## config.mk

```make
export PLATFORM = sky130hd
export DESIGN_NAME = sound_event_sequencer
export DESIGN_NICKNAME = d
export VERILOG_FILES = /design/src/rtl/snake_sound_pkg.sv /design/src/rtl/sound_event_sequencer_jingle_rom.sv /design/src/rtl/sound_event_sequencer.sv
export SDC_FILE = /design/constraint.sdc
export NUM_CORES = 1
export LEC_CHECK = 0
export BUFFER_PORTS_ARGS = -buffer_cell sky130_fd_sc_hd__buf_4
export CAP_MARGIN = 20
export CORE_MARGIN = 1
export CORE_UTILIZATION = 60
export CTS_BUF_LIST = sky130_fd_sc_hd__clkbuf_8
export DETAILED_ROUTE_END_ITERATION = 7
export PLACE_DENSITY = 0.91
export RECOVER_POWER = 25
export SYNTH_ARGS = -nofsm -noshare
export SYNTH_HDL_FRONTEND = slang
export SYNTH_SLANG_ARGS = --single-unit
```

## constraint.sdc

```tcl
create_clock -name clk -period 5.6 [get_ports clk]
set_input_delay 1.68 -clock clk [delete_from_list [all_inputs] [get_ports clk]]
set_output_delay 1.68 -clock clk [all_outputs]
set_load 0.01 [all_outputs]
```

## src/rtl/snake_sound_pkg.sv

```systemverilog
// Shared types and note constants for the snake-game audio path.
// Event encoding doubles as priority: a larger value wins arbitration.
package snake_sound_pkg;

    typedef enum logic [1:0] {
        NONE = 2'd0,
        DIR  = 2'd1,
        GOOD = 2'd2,
        BAD  = 2'd3
    } evt_t;

    typedef enum logic [1:0] {
        IDLE = 2'd0,
        NOTE = 2'd1,
        GAP  = 2'd2
    } seq_state_t;

    localparam logic [7:0] NOTE_C  = 8'd149;
    localparam logic [7:0] NOTE_DS = 8'd126;
    localparam logic [7:0] NOTE_E  = 8'd118;
    localparam logic [7:0] NOTE_G  = 8'd100;
    localparam logic [7:0] NOTE_A  = 8'd89;

    // Request vector is indexed [3:1] by event value.
    function automatic evt_t top_evt(input logic [3:1] req);
        if (req[3])      return BAD;
        else if (req[2]) return GOOD;
        else if (req[1]) return DIR;
        else             return NONE;
    endfunction

    function automatic logic [3:1] evt_mask(input evt_t e);
        case (e)
            DIR:     return 3'b001;
            GOOD:    return 3'b010;
            BAD:     return 3'b100;
            default: return 3'b000;
        endcase
    endfunction

endpackage

```

## src/rtl/sound_event_sequencer_jingle_rom.sv

```systemverilog
// Combinational jingle table: note code and last-note flag per (event, index).
module jingle_rom
    import snake_sound_pkg::*;
(
    input  evt_t       i_evt,
    input  logic [1:0] i_idx,
    output logic [7:0] o_freq,
    output logic       o_last
);

    always_comb begin
        o_freq = '0;
        o_last = 1'b1;
        case (i_evt)
            DIR: o_freq = NOTE_C;
            GOOD: begin
                o_last = (i_idx >= 2'd2);
                case (i_idx)
                    2'd0:    o_freq = NOTE_C;
                    2'd1:    o_freq = NOTE_E;
                    default: o_freq = NOTE_G;
                endcase
            end
            BAD: begin
                o_last = (i_idx >= 2'd2);
                case (i_idx)
                    2'd0:    o_freq = NOTE_G;
                    2'd1:    o_freq = NOTE_DS;
                    default: o_freq = NOTE_C;
                endcase
            end
            default: ;
        endcase
    end

endmodule

```

## src/rtl/sound_event_sequencer.sv

```systemverilog
// Turns single-cycle game-event pulses into timed note jingles for the oscillator,
// with priority arbitration, one-deep per-type queuing and preemption.
module sound_event_sequencer
    import snake_sound_pkg::*;
#(
    parameter int NOTE_TICKS = 10,
    parameter int GAP_TICKS  = 2,
    parameter int TW         = 8
) (
    input  logic       clk,
    input  logic       nRst,
    input  logic       enable,
    input  logic       dir_evt,
    input  logic       good_evt,
    input  logic       bad_evt,
    output logic [7:0] freq,
    output logic       play,
    output logic       busy,
    output logic [1:0] cur_evt
);

    seq_state_t    r_state, w_nxt_state;
    evt_t          r_cur, w_nxt_cur;
    logic [1:0]    r_idx, w_nxt_idx;
    logic [TW-1:0] r_tick, w_nxt_tick;
    logic [3:1]    r_pend, w_nxt_pend;
    logic          r_last;
    logic [7:0]    r_freq;
    logic          r_play, r_busy;

    logic [3:1]    w_req;
    evt_t          w_top;
    logic          w_start;
    logic [7:0]    w_rom_freq;
    logic          w_rom_last;

    assign w_req = enable ? (r_pend | {bad_evt, good_evt, dir_evt}) : 3'b000;
    assign w_top = top_evt(w_req);

    // Looked up on the next-state values so freq is registered on NOTE entry;
    // the last flag is kept for the note now playing.
    jingle_rom u_rom (
        .i_evt  (w_nxt_cur),
        .i_idx  (w_nxt_idx),
        .o_freq (w_rom_freq),
        .o_last (w_rom_last)
    );

    always_comb begin
        w_nxt_state = r_state;
        w_nxt_cur   = r_cur;
        w_nxt_idx   = r_idx;
        w_nxt_tick  = r_tick;
        w_start     = 1'b0;
        case (r_state)
            IDLE: w_start = (w_top != NONE);
            NOTE: begin
                if (w_top > r_cur) begin
                    w_start = 1'b1;
                end else if (r_tick == TW'(NOTE_TICKS - 1)) begin
                    w_nxt_state = GAP;
                    w_nxt_tick  = '0;
                end else begin
                    w_nxt_tick = r_tick + 1'b1;
                end
            end
            GAP: begin
                if (w_top > r_cur) begin
                    w_start = 1'b1;
                end else if (r_tick == TW'(GAP_TICKS - 1)) begin
                    if (!r_last) begin
                        w_nxt_state = NOTE;
                        w_nxt_idx   = r_idx + 1'b1;
                        w_nxt_tick  = '0;
                    end else if (w_top != NONE) begin
                        w_start = 1'b1;
                    end else begin
                        w_nxt_state = IDLE;
                        w_nxt_cur   = NONE;
                        w_nxt_idx   = '0;
                        w_nxt_tick  = '0;
                    end
                end else begin
                    w_nxt_tick = r_tick + 1'b1;
                end
            end
            default: begin
                w_nxt_state = IDLE;
                w_nxt_cur   = NONE;
            end
        endcase
        // Anything not started becomes (or stays) pending; repeats coalesce.
        w_nxt_pend = w_req;
        if (w_start) begin
            w_nxt_state = NOTE;
            w_nxt_cur   = w_top;
            w_nxt_idx   = '0;
            w_nxt_tick  = '0;
            w_nxt_pend  = w_req & ~evt_mask(w_top);
        end
        if (!enable) begin
            w_nxt_state = IDLE;
            w_nxt_cur   = NONE;
            w_nxt_idx   = '0;
            w_nxt_tick  = '0;
            w_nxt_pend  = '0;
        end
    end

    always_ff @(posedge clk or negedge nRst) begin
        if (!nRst) begin
            r_state <= IDLE;
            r_cur   <= NONE;
            r_idx   <= '0;
            r_tick  <= '0;
            r_pend  <= '0;
            r_last  <= 1'b0;
            r_freq  <= '0;
            r_play  <= 1'b0;
            r_busy  <= 1'b0;
        end else begin
            r_state <= w_nxt_state;
            r_cur   <= w_nxt_cur;
            r_idx   <= w_nxt_idx;
            r_tick  <= w_nxt_tick;
            r_pend  <= w_nxt_pend;
            r_last  <= w_rom_last;
            r_freq  <= (w_nxt_state == NOTE) ? w_rom_freq : 8'd0;
            r_play  <= (w_nxt_state == NOTE);
            r_busy  <= (w_nxt_state != IDLE);
        end
    end

    assign freq    = r_freq;
    assign play    = r_play;
    assign busy    = r_busy;
    assign cur_evt = r_cur;

endmodule

```

Yosys cells after proc, flatten, opt, wreduce, memory -nomap -nowiden
Cells that the tools add are included.
{ "totals": {"out_inout_bits": 12, "regBits": 28, "input_bits": 6, "word_cells": 90} }
{ "classes": {"n_addsub": 2, "mux": 51, "reduce_logical": 7, "magnitude_cmp": 2, "bitwise": 3, "n_eq_ne": 16} }
{ "op_table": {"columns": ["operator", "count"], "rows": [
  ["2-to-1 mux 8 bit", 9],
  ["one-hot mux 8 bit (2 select lines)", 3],
  ["2-to-1 mux 2 bit", 23],
  ["one-hot mux 8 bit (3 select lines)", 1],
  ["2-to-1 mux 3 bit", 4],
  ["== test 2 x 1 -> 1 bit, second input constant", 5],
  ["== test 2 bit, second input constant", 5],
  ["one-hot mux 3 bit (3 select lines)", 1],
  ["adder 8 x 1 -> 8 bit, second input constant", 1],
  ["== test 8 x 1 -> 1 bit, second input constant", 1],
  ["== test 8 x 4 -> 1 bit, second input constant", 1],
  ["!= test 4 bit, second input constant", 2],
  ["2-to-1 mux 1 bit", 7],
  ["!= test 6 bit, second input constant", 1],
  ["one-hot mux 2 bit (3 select lines)", 1],
  ["logical NOT 2 bit", 2],
  ["!= test 4 x 1 -> 1 bit, second input constant", 1],
  ["one-hot mux 2 bit (2 select lines)", 1],
  ["AND reduction 4 bit", 1],
  ["nonzero test 2 bit", 2],
  ["OR reduction 2 bit", 2],
  ["bitwise AND 3 bit", 1],
  ["inverter 3 bit", 1],
  ["bitwise OR 3 bit", 1],
  ["4 further kinds", 4]
]} }

Longest topological paths before layout
{ "depth": {"word_depth": 17, "mapped_depth": 12, "depth_no_buf": 12} }

Hierarchy
From an unflattened synthesis, not the netlist that was laid out.
{ "unflattened": {"hier_cells": 169, "hier_area_um2": 1715.4} }
{ "by_module_without_submodules": {"columns": ["mod", "area_each_um2", "seq_area_each_um2", "n_inst", "cells_each"], "rows": [
  ["sound_event_sequencer", 1606.5, 700.7, 1, 155],
  ["jingle_rom", 108.9, 0.0, 1, 14]
]} }

Least setup slack after synthesis
OpenSTA, ideal clock, no wires.
{ "synth_timing": {"path_kind": "input to register", "startpoint": "in bad_evt", "endpoint": "reg r_freq[6], in the netlist freq[6]", "path_buffers": 0, "stages": 11, "setup_time_ns": 0.107, "required_ns": 5.493, "path_slack_ns": 1.197, "t_arrival_ns": 4.297, "path_cell_list": "or4_4 > nand2_1 > inv_1 > ha_1 > inv_1 > or3_1 > o211ai_2 > a21o_2 > nor2_1 > or3_4 > a2111oi_4"} }
{ "synth_between": {"elab_chain_cells": 15, "elab_cells_between_ends": 43, "cone_classes": "order compare: 1; eq/ne: 5; mux: 34; bitwise: 1; reduce/logical: 2"} }
{ "synth_rtl": {"columns": ["element", "line_no", "text"], "rows": [
  ["start, declared", "sound_event_sequencer.sv:15", "input logic bad_evt,"],
  ["bitwise OR 3 bit (*)", "sound_event_sequencer.sv:37", "assign w_req = enable ? (r_pend | {bad_evt, good_evt, dir_evt}) : 3'b000;"],
  ["2-to-1 mux 3 bit (*)", "sound_event_sequencer.sv:37", null],
  ["2-to-1 mux 2 bit (*)", "snake_sound_pkg.sv:26", "if (req[3]) return BAD;"],
  ["nonzero test 2 bit", "sound_event_sequencer.sv:56, sound_event_sequencer.sv:75", null],
  ["2-to-1 mux 1 bit / 2-to-1 mux 2 bit (equally long branches)", "sound_event_sequencer.sv:75", "end else if (w_top != NONE) begin"],
  ["2-to-1 mux 1 bit / 2-to-1 mux 2 bit (equally long branches)", "sound_event_sequencer.sv:71", "if (!r_last) begin"],
  ["2-to-1 mux 1 bit / 2-to-1 mux 2 bit (equally long branches)", "sound_event_sequencer.sv:70", "end else if (r_tick == TW'(GAP_TICKS - 1)) begin"],
  ["2-to-1 mux 1 bit / 2-to-1 mux 2 bit (equally long branches)", "sound_event_sequencer.sv:68", "if (w_top > r_cur) begin"],
  ["one-hot mux 1 bit (3 select lines) / 2-to-1 mux 2 bit (equally long branches)", "sound_event_sequencer.sv:55", "case (r_state)"],
  ["2-to-1 mux 2 bit", "sound_event_sequencer.sv:94", "if (w_start) begin"],
  ["2-to-1 mux 2 bit", "sound_event_sequencer.sv:101", "if (!enable) begin"],
  ["== test 2 x 1 -> 1 bit / logical NOT 2 bit (equally long branches)", "sound_event_sequencer_jingle_rom.sv:18, sound_event_sequencer_jingle_rom.sv:26", null],
  ["one-hot mux 8 bit (2 select lines) (on tied branches)", "sound_event_sequencer_jingle_rom.sv:26, sound_event_sequencer_jingle_rom.sv:18", null],
  ["one-hot mux 8 bit (3 select lines)", "sound_event_sequencer_jingle_rom.sv:14", "case (i_evt)"],
  ["2-to-1 mux 8 bit (*)", "sound_event_sequencer.sv:128", "r_freq <= (w_nxt_state == NOTE) ? w_rom_freq : 8'd0;"],
  ["end signal, assigned", "sound_event_sequencer.sv:128", null],
  ["end, declared", "sound_event_sequencer.sv:28", "logic [7:0] r_freq;"]
]} }
Mark *: on every way between the ends. The rest lies on a longest branch, timed or not.
A chain may end at the register's enable or synchronous reset.

Worst setup path after layout
Same ends and word-level chain as after synthesis.

==> impl_results.md <==
- Status: completed
- Worst reg2reg path startpoint: r_pend[3]
- Pre-CTS setup slack: 0.883 ns
- GRT Util Overall: 0.308
- Final setup TNS: 0 ns
- Worst Clk Skew: 0.0116 ns
- I/O pins: 18
- Clock Tree Buf Depth: 2
- Die width: 54.9 um
- Core area: 0.00257 sq mm
- Worst hold stages: 2
- Post-route ant nets: 0
- Global-route wire length before repair: 6380 um
- Layout Nets: 204
- Clock power share: 0.277
- Vias post-DR: 1465
- Antenna violations before repair: 0
- CP required: 5.78 ns
- Crit Path Max Fanout: 5
- Asr flop ratio synth: 1.00
- Fmax: 223 MHz
- Routed len/inst: 18.3 um
- Tightest Pin Transition: 1.38 ns
- P_int: 375 uW
- Count of input and output buffers: 17
- Worst Setup Start Kind: input pin
- Clk sinks: 26
- RR Endpoint: freq[6]
- CP max stage delay: 0.59 ns
- RSZ-0062 raised after global routing: no
- Post-synth EDFFs: 0
- Worst skew pair latency: 0.29 ns
- Logic pwr share: 0.333
- Setup ws final: 1.11 ns
- GRT Residual Overflow: 0
- Sequential area share after synthesis: 0.388
- Via-to-Cell Ratio: 6.66
- Die Height: 54.9 um
- Top-area cell type share of the netlist area: 0.388
- Hold Path End: r_tick[5]
- GPL Wtd Cong: 0.942
- CTS clk-pin slew, worst paths: 0.10 ns
- Min Hold Slack: 0.606 ns
- Post-CTS Setup Repair Bufs: 0
- CTS tree: done
- Pin count of the biggest net entering global routing: 27
- CTS Root Cell: clkbuf_8
- Pins Over Slew Limit: 0
- Setup-failing EPs final: 0
- CP Buf/Inv Count: 3
- Final hold vios: 0
- Routed WL: 4030 um
- P_sw: 207 uW
- Min-delay worst type: reg -> reg
- Post-detail-place hpwl: 2940 um
- Hold Startpoint: r_tick[5]
- CP arrival: 4.67 ns
- Netlist cell types: 53
- Final worst-path cycle share: 0.802
- Final min period: 4.49 ns
- #FFs+latches synth: 26
- Total CTS buffers: 3
- CP max-delay cell: or4_4
- Starting DRC count in detailed routing: 79
- Synth Instances: 174
- P&R area growth vs syn: 12.1%
- CP most frequent cell: inv_1
- Maxcap violations: 0
- # diodes: 0
- Initial Utilization: 0.653
- Sequential power share: 0.390
- Cell area after synthesis: 0.00168 sq mm
- Sw Ratio: 0.356
- Cts hold-fix bufs: 0
- H-tree Lvls: 1
- Area leader, netlist: dfrtp_1
- Leak: 0.876 nW
- Worst Setup End Kind: flip-flop
- Synth top area cells: dfrtp_1, ha_1, nor2_1
- Worst Reg-to-Reg Cells: 11
- Drt drc: 0
- DRT Pass-1 Iters: 5
- Reg2reg setup slack: 2.23 ns
- Post-synth top flop: dfrtp_1
- Average cell area after synthesis: 9.64 sq um
- Slew margin rel.: 0.0793
- Die area: 0.00301 sq mm
- Power per cell area: 310 mW/mm^2
- Synthesis Warnings: 0
- Vias in the first global route: 1358
- Max VDD drop: 0.316 mV
- Critical path's top delay family: simple AND/OR/NAND/NOR gates
- Critical Path, Cell by Cell: buf_4 > or4_4 > nand2_1 > inv_1 > ha_1 > inv_1 > or3_1 > o211ai_2 > a21o_2 > nor2_1 > or3_4 > a2111oi_4
- Row count: 18
- Synth Net Count: 187
- Crit Path Class: in -> reg
- CTS resizes: 0
- Layout cells sized above 1: 0.232
-- cells in the mapped netlist (all sizes together), types with 2 or more instances --
library cell / number
o21ai: 6
ha: 7
clkbuf: 2
dfrtp: 26
a211oi: 2
xor2: 7
nor4: 4
and2: 2
and3: 4
nand4: 6
inv: 16
o31ai: 3
buf: 3
nand3: 3
or3: 3
or2: 3
a21oi: 12
nor3: 5
nor2: 23
o31a: 2
nor2b: 2
nor4b: 2
a31oi: 2
nand2: 9
o21a: 3
-- cell type report --
type / instances / area (sq um)
clock buffers: 3 / 41.3
clock inverters: 1 / 30.0
fillers: 175 / 688
inverters: 16 / 60.1
multi-input cells: 127 / 936
flip-flops and latches: 26 / 651
well taps: 30 / 37.5
repair buffers: 17 / 124
-- metal layers --
metal / global-route usage / part of all wire / routed length [um] / vias to the layer above
met3: 0.0722 / 0.096 / 387 / 20
met5: 0 / 0 / 0 / -
met4: 0.128 / 0.036 / 146 / 0
li1: - / - / - / 655
met2: 0.466 / 0.46 / 1860 / 103
met1: 0.418 / 0.40 / 1630 / 687
-- worst max-delay path by stage --
stage,slack (ns),startpoint,depth (start not counted),end
2_1_floorplan,1.20,bad_evt,11,freq[6]
3_3_place_gp,0.95,bad_evt,12,freq[6]
3_5_place_dp,0.88,bad_evt,12,freq[6]
4_1_cts,1.16,bad_evt,12,freq[6]
5_1_grt,1.01,bad_evt,12,freq[3]
6_report,1.11,bad_evt,12,freq[6]
-- flip-flops by register name, indices dropped and copies added (netlist names), 2 cells and up --
name	count
r_pend	3
r_tick	8
freq	6
r_state	2
r_idx	2
cur_evt	2
-- worst min-delay path, cell delays in order, from the launching register on --
cell and delay (ns):
dfrtp_1 0.40, xor2_1 0.09, nor2_1 0.08
-- cell families (layout without fill, tap and decap cells) --
group                      after synthesis  count (layout)  synth area share
adders and majority gates                7               7            0.0522
buffers and inverters                   21              37            0.0537
and+or+nand+nor                         69              69             0.222
AOI/OAI and AO/OA                       42              42             0.229
xor gates and xnor gates                 8               8            0.0418
muxes                                    1               1            0.0134
DFF                                     26              26             0.388
-- metrics by stage --
stage	total power [mW]	area, sq um	util	std cells
after floorplan	0.360	1680	-	174
after CTS	0.579	1880	0.733	220
final	0.583	1880	0.732	220
after detailed placement	0.418	1810	0.706	216
after global routing	0.609	1880	0.732	220
after global placement	0.410	1810	0.706	216
-- power groups by stage --
stage                     Clock (mW)  Sequential (mW)  Combinational [mW]
final                          0.161            0.227               0.194
after global routing           0.171            0.229               0.209
after CTS                      0.163            0.226               0.190
after detailed placement           0            0.229               0.189
after global placement             0            0.228               0.181
after floorplan                    0            0.230               0.130
-- placed cells by master, fill, tap and decap left out, drive strengths merged, types with 3 or more instances in the layout --
cell    instances
nor3            5
or3             3
or2             3
o31ai           3
a21oi          12
nand2           9
and3            4
nand4           6
o21a            3
xor2            7
inv            16
nor4            4
nand3           3
ha              7
dfrtp          26
nor2           23
clkbuf          4
o21ai           6
buf            16
Power figures use the tool's default switching activity.
